==> src/rtl/macc_sched.sv <==
// macc_sched: round-robin scheduler sharing one hls_macc instance among NREQ requesters.
// Optional RUN-cycle timeout abort is compiled in when MACC_SCHED_TIMEOUT_EN is defined.
module macc_sched #(
   parameter int NREQ    = 4,
   parameter int TIMEOUT = 15
) (
   input  logic            ap_clk,
   input  logic            ap_rst_n,
   input  logic [NREQ-1:0] req,
   output logic [NREQ-1:0] gnt,
   output logic            mac_ap_start,
   input  logic            mac_ap_done,
   input  logic [31:0]     mac_ap_return,
   output logic            rsp_valid,
   input  logic            rsp_ready,
   output logic [1:0]      rsp_id,
   output logic [31:0]     rsp_data,
   output logic            rsp_err,
   output logic            busy
);

   typedef enum logic [1:0] {
      IDLE = 2'd0,
      RUN  = 2'd1,
      RESP = 2'd2
   } state_t;

   state_t          state_r;
   logic [NREQ-1:0] gnt_r;
   logic [1:0]      idx_r;
   logic [1:0]      ptr_r;
   logic [1:0]      rsp_id_r;
   logic [31:0]     rsp_data_r;
   logic [1:0]      pick_idx_s;
   logic            pick_found_s;
`ifdef MACC_SCHED_TIMEOUT_EN
   logic [3:0]      cnt_r;
   logic            rsp_err_r;
`endif

   // The 2-bit ID and 4-bit RUN counter only cover these parameter ranges.
   generate
      if (NREQ != 4 || TIMEOUT < 1 || TIMEOUT > 15) begin : g_bad_param
         $error("macc_sched: NREQ must be 4 and TIMEOUT must be in 1..15");
      end
   endgenerate

   // Round-robin pick: first asserted request at or above ptr, wrapping 3->0.
   always_comb begin
      pick_found_s = 1'b0;
      pick_idx_s   = ptr_r;
      for (int i = 0; i < NREQ; i++) begin
         if (!pick_found_s && req[2'(ptr_r + 2'(i))]) begin
            pick_found_s = 1'b1;
            pick_idx_s   = 2'(ptr_r + 2'(i));
         end else begin
            pick_found_s = pick_found_s;
         end
      end
   end

   // Scheduler FSM: grant, wait for done (or timeout), hold response until accepted.
   always_ff @(posedge ap_clk or negedge ap_rst_n) begin
      if (!ap_rst_n) begin
         state_r    <= IDLE;
         gnt_r      <= {NREQ{1'b0}};
         idx_r      <= 2'd0;
         ptr_r      <= 2'd0;
         rsp_id_r   <= 2'd0;
         rsp_data_r <= 32'd0;
`ifdef MACC_SCHED_TIMEOUT_EN
         cnt_r      <= 4'd0;
         rsp_err_r  <= 1'b0;
`endif
      end else begin
         case (state_r)
            IDLE: begin
               if (pick_found_s) begin
                  gnt_r   <= {{(NREQ-1){1'b0}}, 1'b1} << pick_idx_s;
                  idx_r   <= pick_idx_s;
                  state_r <= RUN;
               end else begin
                  gnt_r   <= {NREQ{1'b0}};
               end
`ifdef MACC_SCHED_TIMEOUT_EN
               cnt_r <= 4'd0;
`endif
            end
            RUN: begin
               // done has priority over a timeout landing in the same cycle
               if (mac_ap_done) begin
                  rsp_data_r <= mac_ap_return;
                  rsp_id_r   <= idx_r;
                  state_r    <= RESP;
`ifdef MACC_SCHED_TIMEOUT_EN
                  rsp_err_r  <= 1'b0;
               end else if (cnt_r == 4'(TIMEOUT - 1)) begin
                  rsp_data_r <= 32'd0;
                  rsp_id_r   <= idx_r;
                  rsp_err_r  <= 1'b1;
                  state_r    <= RESP;
               end else begin
                  cnt_r      <= cnt_r + 4'd1;
`endif
               end
            end
            RESP: begin
               if (rsp_ready) begin
                  state_r <= IDLE;
                  gnt_r   <= {NREQ{1'b0}};
                  ptr_r   <= idx_r + 2'd1;
               end
            end
            default: begin
               state_r <= IDLE;
               gnt_r   <= {NREQ{1'b0}};
            end
         endcase
      end
   end

   assign gnt          = gnt_r;
   assign mac_ap_start = (state_r == RUN);
   assign rsp_valid    = (state_r == RESP);
   assign busy         = (state_r != IDLE);
   assign rsp_id       = rsp_id_r;
   assign rsp_data     = rsp_data_r;
`ifdef MACC_SCHED_TIMEOUT_EN
   assign rsp_err      = rsp_err_r;
`else
   assign rsp_err      = 1'b0;
`endif

endmodule

==> config.mk <==
export PLATFORM = sky130hd
export DESIGN_NAME = macc_sched
export DESIGN_NICKNAME = d
export VERILOG_FILES = /design/src/rtl/macc_sched.sv
export SDC_FILE = /design/constraint.sdc
export NUM_CORES = 1
export LEC_CHECK = 0
export CAP_MARGIN = 20
export CORE_UTILIZATION = 42
export CTS_CLUSTER_SIZE = 10
export DETAILED_ROUTE_END_ITERATION = 8
export HOLD_SLACK_MARGIN = 0.15
export PLACE_DENSITY = 0.79
export SLEW_MARGIN = 30
export SYNTH_ARGS = -nofsm -noshare
export SYNTH_HDL_FRONTEND = slang
export SYNTH_SLANG_ARGS = --single-unit
==> constraint.sdc <==
create_clock -name ap_clk -period 1.5 [get_ports ap_clk]
set_input_delay 0.3 -clock ap_clk [delete_from_list [all_inputs] [get_ports ap_clk]]
set_output_delay 0.3 -clock ap_clk [all_outputs]
set_load 0.03 [all_outputs]
# Yosys cells after proc, flatten, opt, wreduce, memory -nomap -nowiden
# Cells that the tools add are included.
# totals
inputBits	40
output_inout_bits	42
wordCells	56
regBits	44
# op_classes
add_sub_neg	4
n_reduce_logical	13
eq_ne	5
bitwise_logic	1
mux	22
magnitude_cmp	4
shifts	1
# op_table
cell	count
2-bit by 3-bit less-than comparator with 1-bit output, second input constant	4
2-bit two-way mux	6
4-bit one-hot mux with 3 select lines	1
1-bit binary-select mux with 2-bit select	4
1-bit two-way mux	8
4-bit two-way mux	2
2-bit AND reduction	4
2-bit one-hot mux with 3 select lines	1
2-bit by 1-bit adder with 2-bit output, second input constant	2
2-bit adder, second input constant	2
2-bit by 1-bit != test with 1-bit output, second input constant	2
1-bit by 2-bit << shifter with 4-bit output, first input constant	1
1-bit logical AND	3
1-bit zero test	3
3-bit AND reduction	1
2-bit by 1-bit == test with 1-bit output, second input constant	1
2-bit == test, second input constant	1
2-bit zero test	1
2-bit != test, second input constant	1
2-bit nonzero test	1
1-bit NOT	1

# Depth between registers and ports, before layout
# Gate-level depths: netlist of run 1.
# logic_depth
depth_word	15
ltp_mapped	5
mapped_depth_nobuf	5

# Least setup slack after synthesis of run 1
# No wires, ideal clock.
# synth_timing
path_type	reg-to-reg
from	reg state_r[1]
to	reg idx_r[1]
path_stages_with_launch	4
setup_ns	0.128
path_buffers	0
synth_period_minus_slack_ns	1.434
arrival_ns	1.306
required_ns	1.372
slack_ns	0.066
path_cell_list	dfrtp_1 or2_1 nor2_2 mux2_1
# synth_between
elab_chain_len	2
# synth_lines
item	line	text
from (decl)	28	state_t state_r;
from (signal assigned)	65	state_r <= IDLE;
from (signal assigned)	81	state_r <= RUN;
from (signal assigned)	94	state_r <= RESP;
2-bit zero test	76	case (state_r)
2-bit AND reduction (no source line)	n/a	
to (signal assigned)	80	idx_r <= pick_idx_s;
to (decl)	30	logic [1:0] idx_r;
# No other way between the ends.
# A chain may end at the register's enable or synchronous reset.

# Final worst setup path of run 1
# layout_timing
from	in req[1]
to	reg idx_r[1]
# layout_between
elab_chain_len	13
word_cells_on_any_way	22
cone_classes	mux (15); reduce/logical (7)
# layout_lines
item	line	text
from (decl)	9	input logic [NREQ-1:0] req,
1-bit binary-select mux with 2-bit select	53	if (!pick_found_s && req[2'(ptr_r + 2'(i))]) begin
1-bit two-way mux (implied by the code)	53	
1-bit two-way mux	53	
1-bit zero test	53	
1-bit logical AND	53	
1-bit two-way mux	53	
1-bit zero test	53	
1-bit logical AND	53	
1-bit two-way mux	53	
1-bit zero test	53	
1-bit logical AND	53	
1-bit two-way mux	53	
2-bit AND reduction (no source line)	n/a	
# Several ways; a longest one is shown, not always the timed one. The select of a mux whose other input is x is not followed.

==> results.ini, run 1 <==
[outcome]
outcome=finished clean

[critical_path]
crit_chain=clkdlybuf4s50_1, nor4_2, nor2_2, mux2_1
path_class=in2reg
critical_path_required_ns=1.67
worst-r2r-setup-slack_ns=0.12
critPathCaptureType=flip-flop
regToRegEndpoint=rsp_data[21]
cp-start-kind=input port
arrival_ns=1.63
worstPathMaxFanout=4
max_stage_delay_ns=0.50
cpMaxStageDelayCell=clkdlybuf4s50_1
reg2regPathDepth=5
cp-startpoint=req[1]
r2r_start=state_r[1]

[routing]
vias=1362
drc=0
wl_per_cell_um=15.3
wl_um=4150
drtAntennaViolNets=0
drt_first_pass_iters=4
first_iter_violations=73
via_per_inst=5.03

[power_and_ir_drop]
peakVddDrop_mv=1.28
powerDensity_mw_per_mm2=2220
p_leak_nw=1.45
total_power_mw=6.50

[timing]
holdWs_ns=0.499
fin_crit_ns=1.46
fin_crit_sh=0.975
layout_setup_ws_ns=0.0375
setup_viol=0
rsz0062_at_grt=yes
max_freq_mhz=684
final-hold-violation-count=0
setup_tns_ns=0
finalClockSkew_ns=0.00279
drv_slew=0

[synthesis]
synth-edff-count=0
syn_area_sq_mm=0.00193
yosysMostFrequentCell=dfrtp_1
syn-num-nets=166
netlist-cell-type-count=32
synth_top_area_frac=0.572
synth_common_cells=dfrtp_1, mux2_4, nand2_1
yosys_warnings=0
synth.area.top_cells=dfrtp_1, mux2_4, mux2_2, buf_6, o31ai_2
netlist_instances=126
ys_seq_area_frac=0.572
yosys.area.top_type=dfrtp_1
synth-async-reset-ratio=1.00
ys_ff_latch=44
ys.flop_type=dfrtp_1
avgSynthCellArea_sq_um=15.3

[die]
start_util=0.439
core_area_sq_mm=0.00438
die_width_um=69.7
die_y_um=69.7
dieArea_sq_mm=0.00486
io_pins=82
row_count=24

[placement]
dp_cells=262
place_hpwl_um=3120
gp_congestion=0.753
pre_cts_ws_ns=-0.286
dpl_cell_area_sq_mm=0.00283
io_buffers=80

[global_routing]
grt_usage=0.181
grt_pass1_wl_um=6940
grt_max_degree=24
grt_pass1_vias=1453
antenna_found_initial=0
gr-total-overflow=0

[run]
drv_cap=0

[cts]
postCtsSetupBuffers=0
htreeDepth=2
numCtsBuffers=5
cts_root_buf=clkbuf_8
clkTransAtPathRegs_ns=0.07
worstSkewPairLatency_ns=0.28
clk_path_buf_depth=2
cts_tree=yes
cts_sinks=44

[hold_path]
whs_path_depth=2
hold_path_end=gnt[1]
hold_path.startpoint=gnt[1]
min_path_type=reg2reg

[final_layout]
final_area_sq_mm=0.00292
drive_gt1_frac=0.297
fin_cells=271
area_growth_syn_to_layout_pct=51.7
fin_util=0.666
antennaDiodeCount=0
fin_nets=258

## cell type report
type,instances,area (sq um)
Multi-Input combinational cell,75,811
Fill cell,324,1460
Inverter,3,11.3
Clock buffer,8,90.1
Timing Repair Buffer,89,842
Sequential cell,44,1100
Tap cell,52,65.1
## timing repair
item / in CTS / in global routing
hold buffers: 1 / 0
gates cloned: 0 / 0
endpoints found under the hold margin: 44 / 0
setup endpoints to repair: 39 / 7
pin swaps: 0 / 3
gates resized for setup: 41 / 15
## worst max-delay path, delay by kind of cell
family	cells	cell delay, ns
mux	1	0.32
simple gates	2	0.51
buf+inv	1	0.50
## layout by cell type, fill, tap and decap left out, types with 2 or more instances in the layout
master | Yosys | layout
dfrtp_1 | 44 | 44
dlygate4sd2_1 | 0 | 38
clkdlybuf4s50_1 | 0 | 36
mux2_4 | 29 | 29
buf_4 | 1 | 7
nand2_1 | 6 | 6
clkbuf_8 | 0 | 6
mux2_2 | 5 | 5
inv_1 | 3 | 3
o21ai_0 | 4 | 3
nor2b_1 | 3 | 3
o21ai_1 | 3 | 3
or2_1 | 1 | 2
a32o_1 | 2 | 2
o31ai_2 | 2 | 2
clkbuf_1 | 0 | 2
buf_2 | 0 | 2
dlymetal6s2s_1 | 0 | 2
buf_12 | 0 | 2
## worst max path at each step
| stage | slack, ns | depth (start not counted) | to |
|---|---|---|---|
| 5_1_grt | -0.02 | 2 | busy |
| 3_5_place_dp | -0.29 | 5 | gnt[1] |
| 6_report | 0.04 | 4 | idx_r[1] |
| 4_1_cts | -0.07 | 2 | busy |
| 2_1_floorplan | 0.07 | 3 | idx_r[1] |
| 3_3_place_gp | -0.22 | 5 | gnt[3] |
## state kept, by name, summed over array words and instances, names as in the netlist
signal,flops
rsp_data,32
gnt,4
idx_r,2
ptr_r,2
rsp_id,2
state_r,2
## report_power, final
| group | total [mW] | switching (mW) | internal [mW] | leakage [nW] |
|---|---|---|---|---|
| sequential | 2.09 | 0.324 | 1.77 | 0.528 |
| combinational | 3.67 | 1.99 | 1.68 | 0.872 |
| clock | 0.732 | 0.356 | 0.375 | 0.0455 |
## kinds of logic after synthesis
family | share of synthesized area
muxes | 0.261
AOI/OAI and AO/OA | 0.0643
buffers and inverters | 0.0273
and+or+nand+nor | 0.0689
other | 0.00195
DFF | 0.572
xor gates and xnor gates | 0.00455
## routing by layer
| layer | wire length, um | track usage |
|---|---|---|
| met2 | 2040 | 0.302 |
| met1 | 1740 | 0.225 |
| met5 | 0 | 0 |
| met3 | 267 | 0.0523 |
| met4 | 98 | 0.0622 |
No activity file was read; power rests on OpenSTA's default activity.
==> run 2, diff against run 1 <==
- HOLD_SLACK_MARGIN: 0.15 -> not set
==> results of run 2 <==
No change in the layout: final DEF, timing and power equal those of run 1.
